`config.mk`:
```
export PLATFORM = sky130hd
export DESIGN_NAME = ram_block_256x8_flat
export DESIGN_NICKNAME = d
export VERILOG_FILES = /design/src/rtl/ram_block_256x8_pkg.sv /design/src/rtl/ram_block_256x8_if.sv /design/src/rtl/ram_block_256x8_ram_array.sv /design/src/rtl/ram_block_256x8.sv /design/src/flat_wrapper.sv
export SDC_FILE = /design/constraint.sdc
export NUM_CORES = 2
export LEC_CHECK = 0
export BUFFER_PORTS_ARGS = -buffer_cell sky130_fd_sc_hd__buf_4
export CORE_MARGIN = 5
export CORE_UTILIZATION = 25
export DETAILED_ROUTE_END_ITERATION = 10
export GPL_ROUTABILITY_DRIVEN = 0
export PLACE_DENSITY_LB_ADDON = 0.05
export SLEW_MARGIN = 5
export SYNTH_ARGS = -nofsm -noshare
export SYNTH_HDL_FRONTEND = slang
export SYNTH_HIERARCHICAL = 1
export SYNTH_SLANG_ARGS = --single-unit
```
`constraint.sdc`:
```
create_clock -name clk -period 5 [get_ports clk]
set_clock_uncertainty 0.2 [all_clocks]
set_input_delay 1.5 -clock clk [delete_from_list [all_inputs] [get_ports clk]]
set_output_delay 1.5 -clock clk [all_outputs]
set_load 0.02 [all_outputs]
```
`src/rtl/ram_block_256x8_pkg.sv`:
```
// rtl/ram_block_256x8_pkg.sv - shared constants and types for the self-clearing byte RAM
//
// Purpose: default geometry, the clear-controller state type and the default depth.
// Ports:   none (package).
package ram_block_256x8_pkg;

    localparam int DEFAULT_ADDR_WIDTH = 8;
    localparam int DEFAULT_DATA_WIDTH = 8;
    localparam int DEPTH              = 2 ** DEFAULT_ADDR_WIDTH;

    typedef enum logic {
        CLEAR = 1'b0,
        RUN   = 1'b1
    } state_t;

endpackage

```
`src/rtl/ram_block_256x8_if.sv`:
```
// rtl/ram_block_256x8_if.sv - access bus between a client and the self-clearing byte RAM
//
// Purpose: groups the address/data/write-enable request and the read-data/ready response.
// Signals: address, data_in, write_enable (client -> RAM); data_out, ready (RAM -> client).
// Modports: master (client side), slave (RAM side).
interface ram_block_256x8_if
    import ram_block_256x8_pkg::*;
#(
    parameter int ADDR_WIDTH = DEFAULT_ADDR_WIDTH,
    parameter int DATA_WIDTH = DEFAULT_DATA_WIDTH
) ();

    logic [ADDR_WIDTH-1:0] address;
    logic [DATA_WIDTH-1:0] data_in;
    logic                  write_enable;
    logic [DATA_WIDTH-1:0] data_out;
    logic                  ready;

    modport master (
        output address,
        output data_in,
        output write_enable,
        input  data_out,
        input  ready
    );

    modport slave (
        input  address,
        input  data_in,
        input  write_enable,
        output data_out,
        output ready
    );

endinterface

```
`src/rtl/ram_block_256x8_ram_array.sv`:
```
// rtl/ram_block_256x8_ram_array.sv - plain single-port synchronous storage array
//
// Purpose: one write port and one registered read port sharing an address; no reset so
//          the array maps onto block RAM. Reads are read-first (old data on a write edge).
// Ports:   clk; addr; wdata; we; rdata (registered, valid one cycle after addr).
module ram_array #(
    parameter int ADDR_WIDTH = 8,
    parameter int DATA_WIDTH = 8
) (
    input  logic                  clk,
    input  logic [ADDR_WIDTH-1:0] addr,
    input  logic [DATA_WIDTH-1:0] wdata,
    input  logic                  we,
    output logic [DATA_WIDTH-1:0] rdata
);

    localparam int WORDS = 2 ** ADDR_WIDTH;

    logic [DATA_WIDTH-1:0] mem [WORDS];

    always_ff @(posedge clk) begin
        if (we) begin
            mem[addr] <= wdata;
        end
        rdata <= mem[addr];
    end

endmodule

```
`src/rtl/ram_block_256x8.sv`:
```
// rtl/ram_block_256x8.sv - self-clearing single-port byte RAM (UART send buffer)
//
// Purpose: after reset, sweeps every location to zero (one per cycle), then raises ready
//          and serves registered, read-first accesses on the shared address.
// Ports:   clk; reset (async, active-high); bus (slave modport: address, data_in,
//          write_enable in; data_out, ready out).
module ram_block_256x8
    import ram_block_256x8_pkg::*;
#(
    parameter int ADDR_WIDTH = DEFAULT_ADDR_WIDTH,
    parameter int DATA_WIDTH = DEFAULT_DATA_WIDTH
) (
    input  logic               clk,
    input  logic               reset,
    ram_block_256x8_if.slave   bus
);

    state_t                state;
    logic [ADDR_WIDTH-1:0] clear_ptr;
    logic                  ready_q;
    // Set only on edges taken in RUN, so the array's read register is known to hold a
    // real read before it is allowed onto data_out (the edge that leaves CLEAR reads
    // stale contents).
    logic                  rd_valid;

    logic [ADDR_WIDTH-1:0] mem_addr;
    logic [DATA_WIDTH-1:0] mem_wdata;
    logic                  mem_we;
    logic [DATA_WIDTH-1:0] mem_rdata;

    // During the sweep the clear pointer owns the array and client inputs are ignored.
    always_comb begin
        mem_addr  = bus.address;
        mem_wdata = bus.data_in;
        mem_we    = bus.write_enable;
        if (state == CLEAR) begin
            mem_addr  = clear_ptr;
            mem_wdata = '0;
            mem_we    = 1'b1;
        end
    end

    ram_array #(
        .ADDR_WIDTH (ADDR_WIDTH),
        .DATA_WIDTH (DATA_WIDTH)
    ) u_ram_array (
        .clk   (clk),
        .addr  (mem_addr),
        .wdata (mem_wdata),
        .we    (mem_we),
        .rdata (mem_rdata)
    );

    always_ff @(posedge clk or posedge reset) begin
        if (reset) begin
            state     <= CLEAR;
            clear_ptr <= '0;
            ready_q   <= 1'b0;
            rd_valid  <= 1'b0;
        end else begin
            case (state)
                CLEAR: begin
                    clear_ptr <= clear_ptr + ADDR_WIDTH'(1);
                    if (clear_ptr == '1) begin
                        state   <= RUN;
                        ready_q <= 1'b1;
                    end
                end
                RUN: begin
                    rd_valid <= 1'b1;
                end
                default: begin
                    state <= CLEAR;
                end
            endcase
        end
    end

    // Gating by a reset register makes data_out drop to zero as soon as reset asserts.
    assign bus.data_out = rd_valid ? mem_rdata : '0;
    assign bus.ready    = ready_q;

endmodule

```
`src/flat_wrapper.sv`:
```
// flat-port wrapper written by rule: the top's interface ports become plain ports
module ram_block_256x8_flat import ram_block_256x8_pkg::*;
#(
    parameter int ADDR_WIDTH = DEFAULT_ADDR_WIDTH,
    parameter int DATA_WIDTH = DEFAULT_DATA_WIDTH
)
  (clk, reset, bus_address, bus_data_in, bus_write_enable, bus_data_out, bus_ready);
  ram_block_256x8_if #(.ADDR_WIDTH(ADDR_WIDTH), .DATA_WIDTH(DATA_WIDTH)) bus_i ();
  input  logic clk;
  input  logic reset;
  input wire logic [$bits(bus_i.address)-1:0] bus_address;
  input wire logic [$bits(bus_i.data_in)-1:0] bus_data_in;
  input wire logic [$bits(bus_i.write_enable)-1:0] bus_write_enable;
  output wire logic [$bits(bus_i.data_out)-1:0] bus_data_out;
  output wire logic [$bits(bus_i.ready)-1:0] bus_ready;
  assign bus_i.address = bus_address;
  assign bus_i.data_in = bus_data_in;
  assign bus_i.write_enable = bus_write_enable;
  assign bus_data_out = bus_i.data_out;
  assign bus_ready = bus_i.ready;
  ram_block_256x8 #(.ADDR_WIDTH(ADDR_WIDTH), .DATA_WIDTH(DATA_WIDTH)) u_core (.clk(clk), .reset(reset), .bus(bus_i));
endmodule
```
==> results.sh <==
export IMPL_hold_depth=1
export IMPL_routed_wl_um=251000
export IMPL_path_max_fanout=24
export IMPL_syn_area_sq_um=79200
export IMPL_synthFlopType="edfxtp_1"
export IMPL_setup_ws_ns=0.606
export IMPL_slew_headroom=0.274
export IMPL_setup_viol_count_final=0
export IMPL_die_y_um=573
export IMPL_cts_root_buf="clkbuf_16"
export IMPL_via_per_inst=4.51
export IMPL_ys_warn_count=6
export IMPL_total_leakage_power_nw=26.0
export IMPL_antenna_found_initial=17
export IMPL_reg2reg_depth=11
export IMPL_min_path_type="reg -> reg"
export IMPL_fin_crit_sh=0.879
export IMPL_layout_commonest_cell="edfxtp_1"
export IMPL_synthArstFlopShare=0.00532
export IMPL_wl_per_cell_um=29.2
export IMPL_cts_sinks=2067
export IMPL_fmax_ghz=0.228
export IMPL_cp_arrival_ns=4.97
export IMPL_dp_slack_ns=-0.423
export IMPL_status="complete, no violations"
export IMPL_clk_path_buf_depth=4
export IMPL_layout_common_cells="edfxtp_1 (2048), buf_4 (512), mux4_2 (512)"
export IMPL_ys_seq_elements=2067
export IMPL_grt_pass1_vias=41100
export IMPL_start_util=0.251
export IMPL_critPathCaptureType="flop"
export IMPL_rsz0062_at_grt="false"
export IMPL_drt_iter0_drc=2843
export IMPL_port_buffers=27
export IMPL_synth_cell_types=31
export IMPL_drive_above_1_share=0.343
export IMPL_syn_num_nets=3630
export IMPL_area_delta_synth_final_pct=22.4
export IMPL_power_per_cell_area_nw_per_um2=377
export IMPL_ys_seq_area_frac=0.782
export IMPL_cts_tree="built"
export IMPL_grt_pass1_wl_um=347000
export IMPL_clk_pin_slew_ns=0.06
export IMPL_worst_pin_slew_ns=1.08
export IMPL_avgSynthCellArea_sq_um=21.9
export IMPL_io_pins=28
export IMPL_dpl_hpwl_um=162000
export IMPL_period_needed_ns=4.39
export IMPL_hold_viol_final=0
export IMPL_ir_drop_mv=0.261
export IMPL_coreArea_sq_um=315000
export IMPL_start_kind="flop"
export IMPL_drc=0
export IMPL_syn_inst=3610
export IMPL_num_rows=206
export IMPL_synth_edff_count=2048
export IMPL_ctsResizeCount=0
export IMPL_firstDrtPassIters=5
export IMPL_htreeDepth=4
export IMPL_worstSkewPairLatency_ns=0.89
export IMPL_postCtsHoldBufs=0
export IMPL_drtAntennaViolNets=0
export IMPL_cts_buffers=242
export IMPL_cts_setup_buffers=0
export IMPL_die_x_um=573
export IMPL_post_route_util=0.307
export IMPL_grt_total_usage=0.151
export IMPL_gr_total_overflow=0
export IMPL_grt_max_degree=113
export IMPL_tns_ns=0
export IMPL_max_cap_violations=0
export IMPL_path_class="reg -> reg"
export IMPL_drv_slew=0
export IMPL_fin_nets=4233
export IMPL_required_ns=5.57
export IMPL_fp_dieArea_sq_um=328000
export IMPL_num_vias=38700
[worst max-delay path, cell delays in order (launching register included)]
cell,delay (ns)
dfrtp_1,0.55
buf_4,0.25
buf_4,0.25
mux2_2,0.47
nor2b_4,0.18
buf_12,0.16
buf_4,0.25
a22oi_1,0.36
a21oi_1,0.23
o41ai_1,0.95
buf_4,0.23
nand4_1,0.08
[power breakdown]
part / internal (mW) / switching (mW)
clock: 10.5 / 7.24
combinational: 0.00915 / 0.00748
sequential: 18.7 / 0
[sequential cells by signal, summed over array words and instances, names as in the netlist]
| name | flops |
|---|---|
| u_core/u_ram_array/mem | 2048 |
| u_core/clear_ptr | 8 |
| u_core/u_ram_array/rdata | 8 |
| u_core/bus.ready | 1 |
| u_core/rd_valid | 1 |
| u_core/state | 1 |
[kinds of logic (layout without fill, tap and decap cells)]
logic type	Yosys count	in the layout	share of synthesized area
XOR/XNOR	7	7	0.000775
multiplexers	521	521	0.147
buffers and inverters	237	1049	0.0141
AND/OR/NAND/NOR	359	359	0.0194
AO/OA/AOI/OAI	418	418	0.0361
flip-flops	2067	2067	0.782
adder cells (fa/ha/maj)	1	1	0.000158
other	0	4	0
[per-stage QoR]
step	power [mW]	hold WS [ns]	instance area, sq um	instances
after detailed placement	19.1	0.279	89000	8129
final	36.5	0.286	96900	8586
after global routing	37.9	0.318	96900	8583
after global placement	19.1	0.274	89000	8129
after CTS	37.2	0.292	96900	8582
after floorplan	19.1	0.259	79200	3610
[layout make-up]
cell class,count,area [sq um]
antenna,4,10.0
fill,30400,218000
clock inverter,152,1490
multi-input combinational,1306,16400
timing repair buffer,593,5470
clock buffer,301,6430
tap,4160,5200
sequential,2067,61900
inverter,3,11.3
[synthesized netlist by cell type, types with 9 or more instances]
cell | count | area share
buf_2 | 38 | 0.0024
clkbuf_1 | 145 | 0.0069
nand2_1 | 31 | 0.0015
o41ai_1 | 32 | 0.0035
mux4_2 | 512 | 0.15
buf_6 | 16 | 0.0023
nor3_1 | 30 | 0.0019
mux2_2 | 9 | 0.0013
a22oi_1 | 256 | 0.024
buf_1 | 19 | 0.00090
nand3_1 | 13 | 0.00082
and2_1 | 19 | 0.0015
nor2_1 | 235 | 0.011
nand4_1 | 11 | 0.00087
edfxtp_1 | 2048 | 0.78
buf_4 | 16 | 0.0015
dfrtp_1 | 11 | 0.0035
a21oi_1 | 128 | 0.0081
[path summary, 6_finish.rpt]
check                      slack (ns)        startpoint                           to
setup / recovery                 0.61      u_core/state  u_core/u_ram_array/rdata[6]
hold / removal                   0.29  u_core/bus.ready             u_core/bus.ready
setup reg to reg                 0.61      u_core/state  u_core/u_ram_array/rdata[6]
hold reg to reg                  0.29  u_core/bus.ready             u_core/bus.ready
max in group asynchronous        3.84             reset          u_core/clear_ptr[5]
min in group asynchronous        0.42             reset              u_core/rd_valid
[routing by layer]
metal / vias to the layer above / wire length, um / global-route usage
li1: 16500 / - / -
met1: 21100 / 113000 / 0.208
met2: 785 / 123000 / 0.253
met3: 310 / 9270 / 0.0193
met4: 0 / 5990 / 0.0390
met5: - / 0 / 0
Note: power is estimated with default switching activity, not from simulation.
